## src/rtl/cache_types_pkg.sv

```systemverilog
// Shared types for the icache/dcache to physical-memory arbiter.
// Holds the arbiter FSM state encoding and the last-grant record.
package cache_types_pkg;

   typedef enum logic [1:0] {
      IDLE    = 2'd0,
      SERVE_I = 2'd1,
      SERVE_D = 2'd2,
      RECOVER = 2'd3
   } arb_state_t;

   typedef enum logic {
      GRANT_I = 1'b0,
      GRANT_D = 1'b1
   } grant_t;

endpackage

```

## src/rtl/cache_arbiter.sv

```systemverilog
// Arbitrates one physical memory port between an icache (read-only) and a dcache.
// Ties alternate between sides; each transaction ends with a one-cycle RECOVER gap.
module cache_arbiter
   import cache_types_pkg::*;
#(
   parameter int unsigned S_LINE = 256,
   parameter int unsigned S_ADDR = 32
) (
   input  logic              clk,
   input  logic              rst,
   input  logic [S_ADDR-1:0] i_pmem_address,
   input  logic              i_pmem_read,
   output logic [S_LINE-1:0] i_pmem_rdata,
   output logic              i_pmem_resp,
   input  logic [S_ADDR-1:0] d_pmem_address,
   input  logic [S_LINE-1:0] d_pmem_wdata,
   input  logic              d_pmem_read,
   input  logic              d_pmem_write,
   output logic [S_LINE-1:0] d_pmem_rdata,
   output logic              d_pmem_resp,
   output logic [S_ADDR-1:0] pmem_address,
   output logic [S_LINE-1:0] pmem_wdata,
   output logic              pmem_read,
   output logic              pmem_write,
   input  logic [S_LINE-1:0] pmem_rdata,
   input  logic              pmem_resp
);

   arb_state_t state, state_next;
   grant_t     last_grant, last_grant_next;
   logic       d_req;

   assign d_req = d_pmem_read | d_pmem_write;

   // Returned data is shared; the per-side resp strobe is what qualifies it.
   assign i_pmem_rdata = pmem_rdata;
   assign d_pmem_rdata = pmem_rdata;

   // NOTE: sequential state uses non-blocking assignments so every register
   // samples the pre-edge values of its neighbours.
   always_ff @(posedge clk) begin
      if (rst) begin
         state      <= IDLE;
         last_grant <= GRANT_I;
      end else begin
         state      <= state_next;
         last_grant <= last_grant_next;
      end
   end

   // NOTE: every signal driven in a combinational block gets a default first,
   // otherwise an unassigned path infers a latch.
   always_comb begin
      state_next      = state;
      last_grant_next = last_grant;
      case (state)
         IDLE: begin
            if (d_req && (!i_pmem_read || last_grant == GRANT_I)) begin
               state_next      = SERVE_D;
               last_grant_next = GRANT_D;
            end else if (i_pmem_read) begin
               state_next      = SERVE_I;
               last_grant_next = GRANT_I;
            end
         end
         SERVE_I, SERVE_D: begin
            // Only memory completion releases the grant, not a dropped request.
            if (pmem_resp) state_next = RECOVER;
         end
         RECOVER: state_next = IDLE;
         default: state_next = IDLE;
      endcase
   end

   always_comb begin
      pmem_address = d_pmem_address;
      pmem_wdata   = d_pmem_wdata;
      pmem_read    = 1'b0;
      pmem_write   = 1'b0;
      i_pmem_resp  = 1'b0;
      d_pmem_resp  = 1'b0;
      // Strobes are held quiet for the whole time reset is asserted.
      if (!rst) begin
         case (state)
            SERVE_I: begin
               pmem_address = i_pmem_address;
               pmem_read    = i_pmem_read;
               i_pmem_resp  = pmem_resp;
            end
            SERVE_D: begin
               pmem_read   = d_pmem_read;
               pmem_write  = d_pmem_write;
               d_pmem_resp = pmem_resp;
            end
            default: ;
         endcase
      end
   end

endmodule

```

## config.mk

```make
export PLATFORM = sky130hd
export DESIGN_NAME = cache_arbiter
export DESIGN_NICKNAME = d
export VERILOG_FILES = /design/src/rtl/cache_types_pkg.sv /design/src/rtl/cache_arbiter.sv
export SDC_FILE = /design/constraint.sdc
export NUM_CORES = 1
export LEC_CHECK = 0
export BUFFER_PORTS_ARGS = -buffer_cell sky130_fd_sc_hd__buf_2
export CAP_MARGIN = 20
export CELL_PAD_IN_SITES_DETAIL_PLACEMENT = 0
export CELL_PAD_IN_SITES_GLOBAL_PLACEMENT = 2
export CORE_AREA = 2 2 541 543
export DETAILED_ROUTE_END_ITERATION = 16
export DIE_AREA = 0 0 543 545
export PLACE_DENSITY = 0.36
export SYNTH_ARGS = -nofsm -noshare
export SYNTH_HDL_FRONTEND = slang
export SYNTH_SLANG_ARGS = --single-unit
```

## constraint.sdc

```tcl
create_clock -name clk -period 1.8 [get_ports clk]
set_input_delay 0.36 -clock clk [delete_from_list [all_inputs] [get_ports clk]]
set_output_delay 0.36 -clock clk [all_outputs]
set_load 0.02 [all_outputs]
```

==> flow_summary.toml <==
[synthesis]
syn_inst = 835
ys_top_cells_by_area = "buf_4, mux2_4, ha_1"
synth_area_per_cell_um2 = 7.90
ys_types = 26
synth_flop_cell = "dfxtp_1"
synth_seq_cells = 3
yosys.area.top_type = "buf_4"
ys_seq_area_frac = 0.00910
synth_common_cells = "buf_4, mux2_4, ha_1"
synth.most_common_cell = "buf_4"
synth.top_cell.area_share = 0.874
async_flop_share = 0
netlist_area_um2 = 6600
synth_edf_count = 0
synth_fp_nets = 1422
yosys_warnings = 0

[sta]
finalWorstSetupSlack_ns = -0.232
hold_viol = 0
fin_worst_skew_ns = 0.00185
setup_violations = 34
rsz0062_at_grt = "yes"
clock.fmax_mhz = 492
drv_slew = 0
period_share = 1.13
worst_pin_slew_ns = 0.409
hold_ws_ns = 0.454
period_minus_slack_ns = 2.03
max-slew-margin-rel = 0.727

[floorplanning]
io_pins = 1386
fp.dieH_um = 545
core-area_um2 = 290000
initial_core_util = 0.0227
die_area_um2 = 296000
die_w_um = 543
num_rows = 198

[worst_setup_path]
endpoint_kind = "primary output"
cp_max_fo = 11
crit_top_cell = "buf_12"
critPathTopFamily = "buffers and inverters"
required_ns = 1.44
critical_path_buf_inv_count = 4
critical_path_class = "reg2out"
critical_path_arrival_ns = 1.67
worstSetupStartpointType = "flip-flop"
slowest_stage = "dfxtp_2"
worstPathCellList = "inv_2, ha_4, nor2b_4, buf_12, buf_12, mux2_4, buf_2"
cp_slowest_stage_delay_ns = 0.31

[clocking]
cts_tree = "yes"
root_buffer = "clkbuf_16"
htreeDepth = 1
cts-hold-fix-buffers = 0
cts_sinks = 3
clock_path_buffers = 2
clkTransAtPathRegs_ns = 0.03
cts_buffers = 3
clkLatencyLatePin_ns = 0.23

[placed_design]
post-dp-hpwl_mm = 134
place.gp.congestion = 0.944
portBuffers = 105

[global_routing]
grt_usage = 0.0887
antenna_found_initial = 31
grt_max_degree = 13
grt_pass1_wl_mm = 144
grt_overflow = 0
grt_pass1_vias = 2870

[run]
cap_violations = 0

[pwr]
finalPower_w = 0.00181
p_leak_nw = 0.917
irDropWorstVdd_mv = 0.312
power.density_nw_per_um2 = 276

[drt]
dr.pass1.iters = 7
num_vias = 2951
wl_mm = 139
antenna_left = 0
viasPerCell = 0.721
first_iter_violations = 264
wl_per_cell_um = 33.9
drc = 0

[layout]
regArea_um2 = 62.6
n_fill_cell = 34708
layout.nets = 775
layout-drive-gt1-share = 0.888
final_util = 0.0225
area_growth_pct = -0.948
multi_input_area_um2 = 733

[worst_hold_path]
hp-class = "in2reg"

[outcome]
status = "finished, violations left"
violations = "setup timing"
==> timing repair <==
item | CTS | global route
resized for setup | 24 | 13
hold endpoints to repair | 0 | 0
endpoints found under the setup margin | 33 | 36
setup buffers | 3 | 1
==> cells in the final DEF (no fill, tap or decap), types with 2 or more instances in the layout <==
cell and instances:
buf_12 3, ha_4 2, ha_1 3, mux2_2 2
mux2_4 30, buf_2 89, buf_6 13, dfxtp_2 2
o21ai_0 2, clkbuf_16 3, buf_4 15, and3b_2 2
diode_2 4
==> routing by layer <==
layer | vias to the layer above | routed length [um] | share of wire | GRT usage
met5 | - | 264 | 0.0019 | 0.00666
met1 | 888 | 17200 | 0.12 | 0.0330
li1 | 495 | - | - | -
met3 | 337 | 63400 | 0.46 | 0.189
met2 | 1221 | 50300 | 0.36 | 0.113
met4 | 10 | 7400 | 0.053 | 0.0399
==> cells by family (layout without fill, tap and decap cells) <==
group                      count (synthesis)  after routing  share of synthesized area
AOI/OAI and AO/OA                          9              9                    0.00986
adders and majority gates                  5              5                    0.00948
buffers and inverters                    774            126                      0.886
DFF                                        3              3                    0.00910
muxes                                     33             33                     0.0726
other                                      0              4                          0
and+or+nand+nor                           11             11                     0.0133
==> registers in the layout, indices dropped and copies added (netlist names) <==
signal and count:
last_grant 1, state 2
==> final timing paths <==
check | startpoint | to | slack (ns) | cells after the start
min | i_pmem_read | last_grant | 0.45 | 2
max | state[1] | pmem_address[18] | -0.23 | 7
max reg2reg | state[0] | state[0] | 0.16 | 7
min reg2reg | last_grant | last_grant | 0.48 | 1
==> report_power, final <==
part / internal [W] / switching (W)
combinational: 0.000572 / 0.000760
clock: 0.000293 / 0.0000660
sequential: 0.0000954 / 0.0000188
==> per-stage QoR <==
step	TNS [ns]	area (um2)	std cells	setup slack [ns]
floorplan	0	6600	835	0.122
global placement	-0.773	6290	4079	-0.126
finish	-6.90	6540	4091	-0.232
CTS	-8.04	6470	4086	-0.294
detailed placement	-0.915	6290	4079	-0.0562
global route	-8.39	6530	4087	-0.276
==> worst reg2reg max path, delay by kind of cell, from the launching register on <==
kind | cells | cell delay [ns]
AO/OA/AOI/OAI | 2 | 0.42
buffers and inverters | 3 | 0.37
flip-flops | 1 | 0.34
adder cells (fa/ha/maj) | 1 | 0.32
multiplexers | 1 | 0.11
==> layout make-up <==
cell class                 count  share of cell area
antenna                        4             0.00153
multi-input combinational     58               0.112
sequential                     3             0.00957
tap                         3900               0.747
timing repair buffer         120               0.117
clock buffer                   4              0.0121
inverter                       2             0.00115
No activity file was read; power rests on OpenSTA's default activity.
